===== config.mk =====
export PLATFORM = sky130hd
export DESIGN_NAME = reg_write_arbiter
export DESIGN_NICKNAME = d
export VERILOG_FILES = /design/src/rtl/reg_arb_pkg.sv /design/src/rtl/register_nbit.sv /design/src/rtl/reg_write_arbiter.sv
export SDC_FILE = /design/constraint.sdc
export NUM_CORES = 1
export LEC_CHECK = 0
export ABC_CLOCK_PERIOD_IN_PS = 1900
export CORE_ASPECT_RATIO = 0.8
export CORE_MARGIN = 2
export CORE_UTILIZATION = 44
export CTS_CLUSTER_SIZE = 24
export DETAILED_ROUTE_END_ITERATION = 12
export PLACE_DENSITY = 0.79
export SETUP_SLACK_MARGIN = 0.5
export SYNTH_ARGS = -nofsm -noshare
export SYNTH_HDL_FRONTEND = slang
export SYNTH_SLANG_ARGS = --single-unit

===== constraint.sdc =====
create_clock -name clk -period 1.9 [get_ports clk]
set_input_delay 0.285 -clock clk [delete_from_list [all_inputs] [get_ports clk]]
set_output_delay 0.285 -clock clk [all_outputs]
set_load 0.02 [all_outputs]

===== src/rtl/reg_arb_pkg.sv =====
// Shared types and constants for the round-robin register write arbiter.
package reg_arb_pkg;

  typedef enum logic [1:0] {
    ST_IDLE = 2'd0,
    ST_LOAD = 2'd1,
    ST_ACK  = 2'd2
  } state_t;

  localparam int         NUM_REQ_DEF  = 4;
  localparam int         WIDTH_DEF    = 4;
  localparam logic [7:0] WR_COUNT_MAX = 8'd255;

endpackage


===== src/rtl/register_nbit.sv =====
// WIDTH-bit storage register: load enable, synchronous clear wins over load.
// Latency: one clock from ld to q; no flow control.
module register_nbit #(
  parameter int WIDTH = 4
) (
  input  logic             clk,
  input  logic             clr,
  input  logic             ld,
  input  logic [WIDTH-1:0] d,
  output logic [WIDTH-1:0] q
);

  logic [WIDTH-1:0] data_q;
  logic [WIDTH-1:0] data_d;

  always_comb begin
    data_d = data_q;
    if (clr) begin
      data_d = '0;
    end else if (ld) begin
      data_d = d;
    end
  end

  always_ff @(posedge clk) begin
    data_q <= data_d;
  end

  assign q = data_q;

endmodule


===== src/rtl/reg_write_arbiter.sv =====
// Round-robin arbiter granting one requester at a time a write into a shared register.
// Latency: gnt one cycle after req, q/ack two cycles after; requesters hold req until ack (IDLE->LOAD->ACK).
module reg_write_arbiter
  import reg_arb_pkg::*;
#(
  parameter int NUM_REQ = NUM_REQ_DEF,
  parameter int WIDTH   = WIDTH_DEF
) (
  input  logic                     clk,
  input  logic                     rst,
  input  logic [NUM_REQ-1:0]       req,
  input  logic [NUM_REQ*WIDTH-1:0] wdata,
  output logic [NUM_REQ-1:0]       gnt,
  output logic [NUM_REQ-1:0]       ack,
  output logic [WIDTH-1:0]         q,
  output logic                     busy,
  output logic [7:0]               wr_count
);

  localparam int IDX_W = (NUM_REQ > 1) ? $clog2(NUM_REQ) : 1;

  state_t             state_q, state_d;
  logic [IDX_W-1:0]   owner_q, owner_d;
  logic [IDX_W-1:0]   ptr_q,   ptr_d;
  logic [NUM_REQ-1:0] gnt_q,   gnt_d;
  logic [NUM_REQ-1:0] ack_q,   ack_d;
  logic [7:0]         cnt_q,   cnt_d;

  logic               win_vld;
  logic [IDX_W-1:0]   win_idx;
  logic [IDX_W-1:0]   cand;
  logic               reg_ld;
  logic [WIDTH-1:0]   reg_d;

  // Scan from the farthest candidate back to ptr so the nearest asserted request wins.
  always_comb begin
    win_vld = 1'b0;
    win_idx = '0;
    cand    = '0;
    for (int k = NUM_REQ - 1; k >= 0; k--) begin
      cand = IDX_W'((int'(ptr_q) + k) % NUM_REQ);
      if (req[cand]) begin
        win_vld = 1'b1;
        win_idx = cand;
      end
    end
  end

  always_comb begin
    state_d = state_q;
    owner_d = owner_q;
    ptr_d   = ptr_q;
    gnt_d   = '0;
    ack_d   = '0;
    cnt_d   = cnt_q;
    case (state_q)
      ST_IDLE: begin
        if (win_vld) begin
          owner_d        = win_idx;
          gnt_d[win_idx] = 1'b1;
          state_d        = ST_LOAD;
        end
      end
      ST_LOAD: begin
        ack_d[owner_q] = 1'b1;
        cnt_d          = (cnt_q == WR_COUNT_MAX) ? cnt_q : cnt_q + 8'd1;
        state_d        = ST_ACK;
      end
      ST_ACK: begin
        ptr_d   = IDX_W'((int'(owner_q) + 1) % NUM_REQ);
        state_d = ST_IDLE;
      end
      default: state_d = ST_IDLE;
    endcase
  end

  always_ff @(posedge clk) begin
    if (rst) begin
      state_q <= ST_IDLE;
      owner_q <= '0;
      ptr_q   <= '0;
      gnt_q   <= '0;
      ack_q   <= '0;
      cnt_q   <= '0;
    end else begin
      state_q <= state_d;
      owner_q <= owner_d;
      ptr_q   <= ptr_d;
      gnt_q   <= gnt_d;
      ack_q   <= ack_d;
      cnt_q   <= cnt_d;
    end
  end

  // Data is taken from the owner's slice during LOAD only, so later wdata changes cannot leak in.
  assign reg_ld = (state_q == ST_LOAD);
  assign reg_d  = wdata[int'(owner_q)*WIDTH +: WIDTH];

  register_nbit #(
    .WIDTH (WIDTH)
  ) u_reg (
    .clk (clk),
    .clr (rst),
    .ld  (reg_ld),
    .d   (reg_d),
    .q   (q)
  );

  assign gnt      = gnt_q;
  assign ack      = ack_q;
  assign busy     = (state_q != ST_IDLE);
  assign wr_count = cnt_q;

endmodule

**After elaboration in Yosys (flattened, before gate mapping)**

Index checks and enable logic that the tools add are counted.

- Bits in registers: 26
- Input port bits: 22
- Output and inout port bits: 21
- Word-level logic and storage cells: 59

- Shift operators: 1
- Add/subtract/negate cells: 5
- $lt $le $gt $ge: 8
- Eq/ne operators: 4
- Bitwise gates (word level): 4
- Mux-type cells: 22
- Reductions and logical operators: 8

Operators with widths:

| operator | count |
|---|---|
| $lt A2 B3 Y1 const B | 6 |
| $shiftx A16 B5 Y4 | 1 |
| $mux W1 | 10 |
| $mux W2 | 5 |
| $add A8 B1 Y8 const B | 1 |
| $bmux W1 S2 | 4 |
| $eq A8 B8 Y1 const B | 1 |
| $add A2 B1 Y2 const B | 2 |
| $add A2 B2 Y2 const B | 2 |
| $demux W1 S2 | 2 |
| $ge A2 B1 Y1 const B | 2 |
| $not A1 Y1 | 4 |
| $pmux W2 S2 | 1 |
| $reduce_and A2 Y1 | 2 |
| $reduce_or A3 Y1 | 1 |
| $eq A2 B1 Y1 const B | 1 |
| $eq A2 B2 Y1 const B | 1 |
| $logic_and A1 B1 Y1 | 2 |
| $logic_not A2 Y1 | 1 |
| $ne A2 B2 Y1 const B | 1 |
| $reduce_bool A2 Y1 | 1 |
| $reduce_or A2 Y1 | 1 |

**Longest topological paths before layout**

- Depth in word-level cells: 11
- Mapped depth: 5
- Mapped depth without buffers: 5

**Hierarchy**

Synthesis repeated with hierarchy kept, for this count alone.

- Cell total of the unflattened synthesis: 115
- Area, all modules: 1186.1 um^2

Modules (own cells, without submodules):

| module | cells each | area each (um^2) | times used | sequential area each (um^2) |
|---|---|---|---|---|
| reg_write_arbiter | 102 | 1046.0 | 1 | 440.4 |
| register_nbit | 13 | 140.1 | 1 | 80.1 |

**Worst setup path before layout**

No wires, ideal clock.

- Kind: reg2reg
- From: register cnt_q[0] (netlist: wr_count[0])
- To: register cnt_q[5] (netlist: wr_count[5])
- Path slack: 0.347 ns
- Clock period less this slack: 1.553 ns
- Data required time: 1.777 ns
- Setup time: 0.123 ns
- Cell stages (with the launch flop): 6
- Arrival time: 1.430 ns
- Cells stage by stage: dfxtp_1 ha_1 nand3_1 nand2b_1 nand4_1 mux2_1

- Word-level cells in the longest chain between the ends: 3
- Elaborated cells between the ends (all ways): 4
- Classes of those cells: add/sub (1); eq/ne (1); bitwise (1); reduce/logical (1)

Ends and longest elaborated chain:

| what | RTL line | RTL |
|---|---|---|
| start, declared | reg_write_arbiter.sv:27 | `logic [7:0] cnt_q, cnt_d;` |
| start signal, assigned | reg_write_arbiter.sv:91 | `cnt_q <= cnt_d;` |
| parallel branches: the longest is 3 deep, another holds $add A8 B1 Y8 | - |  |

Several ways; the timed one is not identified.
A chain may end at the register's enable or synchronous reset.

**Final worst setup path**

- From: register state_q[1]
- To: output port busy

- Word-level cells in the longest chain between the ends: 1

Ends and longest elaborated chain:

| what | RTL line | RTL |
|---|---|---|
| start, declared | reg_write_arbiter.sv:22 | `state_t state_q, state_d;` |
| start signal, assigned | reg_write_arbiter.sv:86 | `state_q <= state_d;` |
| $reduce_bool A2 Y1 | reg_write_arbiter.sv:111 | `assign busy = (state_q != ST_IDLE);` |
| end, declared | reg_write_arbiter.sv:16 | `output logic busy,` |

Every way passes these cells.

==> flow_summary.ini <==
[placement]
placed_cell_area_um2 = 1667
post-place-ws_ps = 81.39
dp.cells = 198
dp_hpwl_um = 2089
gp_congestion = 0.7379
portBuffers = 42

[logic_synthesis]
async_flop_share = 0
netlist_area_um2 = 1196
ys_types = 35
yosysWarnings = 0
synth-edff-count = 0
synthCells = 123
synthFlopType = dfxtp_1
syn_nets = 150
yosysSeqAreaShare = 0.4351
synth_area_per_cell_um2 = 9.725
ys_ff_latch = 26

[setup_path]
r2r_slack_ps = 540
crit_chain = nor2_2 -> inv_1 -> clkbuf_2
crit_path_end_kind = output port
ff2ff_path_depth = 4
cp.depth = 3
crit_end = busy
worstPathMaxFanout = 4
cpPeakStageDelay_ps = 370
r2r-start = wr_count[5]
slowest_stage = dfxtp_1
critical_path_class = reg2out
cp_top_family = flip-flops
startpoint = state_q[1]
reg2reg_to = wr_count[5]
start_kind = register
worstPathArrival_ps = 1130
cp_num_buf_inv = 2
cp_data_required_time_ps = 1620

[routing]
drt-wirelength-per-cell_um = 14.10
wirelength_um = 2862
route.detailed.drc = 0
viasPerCell = 5.128
drt-initial-drc-count = 21
vias = 1041
ant_nets = 0
drt_pass1_iterations = 4

[final_layout]
stdcell_count = 203
mostFrequentLayoutCells = dfxtp_1 (21), clkdlybuf4s50_1 (18), dlygate4sd2_1 (14)
fill_cells = 207
diodes = 0
fin_area_um2 = 1772
layout-area-overhead-vs-synth_pct = 48.12
multiInputGateArea_um2 = 718.2
final_common_cell = dfxtp_1
final-seq-area_um2 = 531.8
layout-drive-gt1-share = 0.2335
nNetsFinal = 195

[global_routing]
grt.total_usage = 0.1873
antenna_found_initial = 0
grt_max_degree = 16
grt_pass1_vias = 972
grt.overflow.total = 0
grt_pass1_wl_um = 4595

[sta]
finalCriticalPeriod_ps = 1413
fmax_mhz = 707.7
slew_headroom = 0.6859
grt_setup_unrepaired = yes
setup_slack_ps = 486.9
fin_skew_ps = 5.855
final-setup-viol-count = 0
slew_violations = 0
fin_setup_tns_ps = 0
tightest_slew_ps = 470.2
period_share = 0.7437
hold_viol = 0

[floorplan]
start_util = 0.4742
core_region_area_um2 = 2522
die_area_um2 = 3154
die_h_um = 50.64
io_pins = 43
row_count = 16
dieWidth_um = 62.30

[power]
irDropWorstVdd_mv = 0.4807
p_leak_uw = 0.0007570
powerDensity_nw_per_um2 = 690.5

[clock_network]
h-tree-depth = 1
numClockSinks = 26
cts_tree = built
worstSkewPairLatency_ps = 320
root_buffer = clkbuf_4
clock_path_buffers = 2
clk_pin_slew_worst_paths_ps = 140
ctsHoldBuffers = 0
cts_buffers = 3

[status]
status = completed

[worst_hold_path]
hold_class = in2reg

[flow_run]
drv_cap = 0
## power by group
group / internal, µW / total, µW / leakage, µW / switching (µW)
registers: 573 / 603 / 0.000214 / 29.5
logic: 127 / 241 / 0.000515 / 114
clock network: 213 / 380 / 0.0000279 / 166
## sequential cells by signal (all words and copies together), names as in the netlist
name,cells
wr_count,8
state_q,2
ptr_q,2
u_reg.q,4
owner_q,2
gnt,4
ack,4
## through the flow
step                      hold slack (ps)  total power (µW)    util
after CTS                           461.4              1212  0.6761
after floorplan                     491.3             734.8       -
after detailed placement            444.4             841.8  0.6607
after global placement              441.6             834.0  0.6607
final                               399.6              1223  0.7024
after global routing                414.3              1272  0.7024
## worst min-delay path, delay by kind of cell
| kind | cells | cell delay [ps] |
|---|---|---|
| buffers and inverters | 1 | 180 |
| AO/OA/AOI/OAI | 2 | 160 |
| AND/OR/NAND/NOR | 1 | 60 |
## per-layer routing
metal	GRT usage	wire, µm	vias up
met3	0.06726	224	5
met5	0	0	-
li1	-	-	522
met2	0.3170	1307	38
met4	0.05556	37	0
met1	0.2263	1293	476
## logic make-up (layout without fill, tap and decap cells)
kind of cell,Yosys count,in the layout,synth area share
AO/OA/AOI/OAI,20,20,0.1182
XOR/XNOR,1,1,0.007324
adder cells (fa/ha/maj),5,5,0.05230
buffers and inverters,9,53,0.03765
flip-flops,26,26,0.4351
multiplexers,7,7,0.1015
AND/OR/NAND/NOR,55,55,0.2479
## synthesized netlist by cell type, drive strengths merged (3+ instances only)
master,number,area [µm²]
inv,4,15.01
nand3,3,15.01
buf,4,26.27
a21oi,6,30.03
nand2,11,41.29
and2,4,25.02
ha,5,62.56
nor2b,7,43.79
o21ai,3,15.01
dfxtp,26,520.5
mux4,4,90.09
nor2,12,47.55
nor3,4,20.02
a211oi,3,22.52
## final cells by class
| type | instances | share of cell area |
|---|---|---|
| clock inverters | 1 | 0.01695 |
| inverters | 4 | 0.008475 |
| repair buffers | 45 | 0.2309 |
| clock buffers | 3 | 0.01271 |
| multi-input cells | 88 | 0.4054 |
| flip-flops and latches | 26 | 0.3001 |
| well taps | 36 | 0.02542 |
## worst min path at each step
stage,startpoint,to,cells past startpoint
2_1_floorplan,ptr_q[0],ptr_q[0],2
3_3_place_gp,u_reg.q[2],u_reg.q[2],2
3_5_place_dp,u_reg.q[0],u_reg.q[0],2
4_1_cts,u_reg.q[0],u_reg.q[0],2
5_1_grt,req[2],owner_q[0],4
6_report,req[2],owner_q[0],4
## timing repair
item                                    4_1_cts  5_1_grt
endpoints found under the setup margin       31       13
gates resized for setup                      28       28
buffers inserted                              0        1
pin swaps                                     1        3
Note: power is estimated with default switching activity, not from simulation.
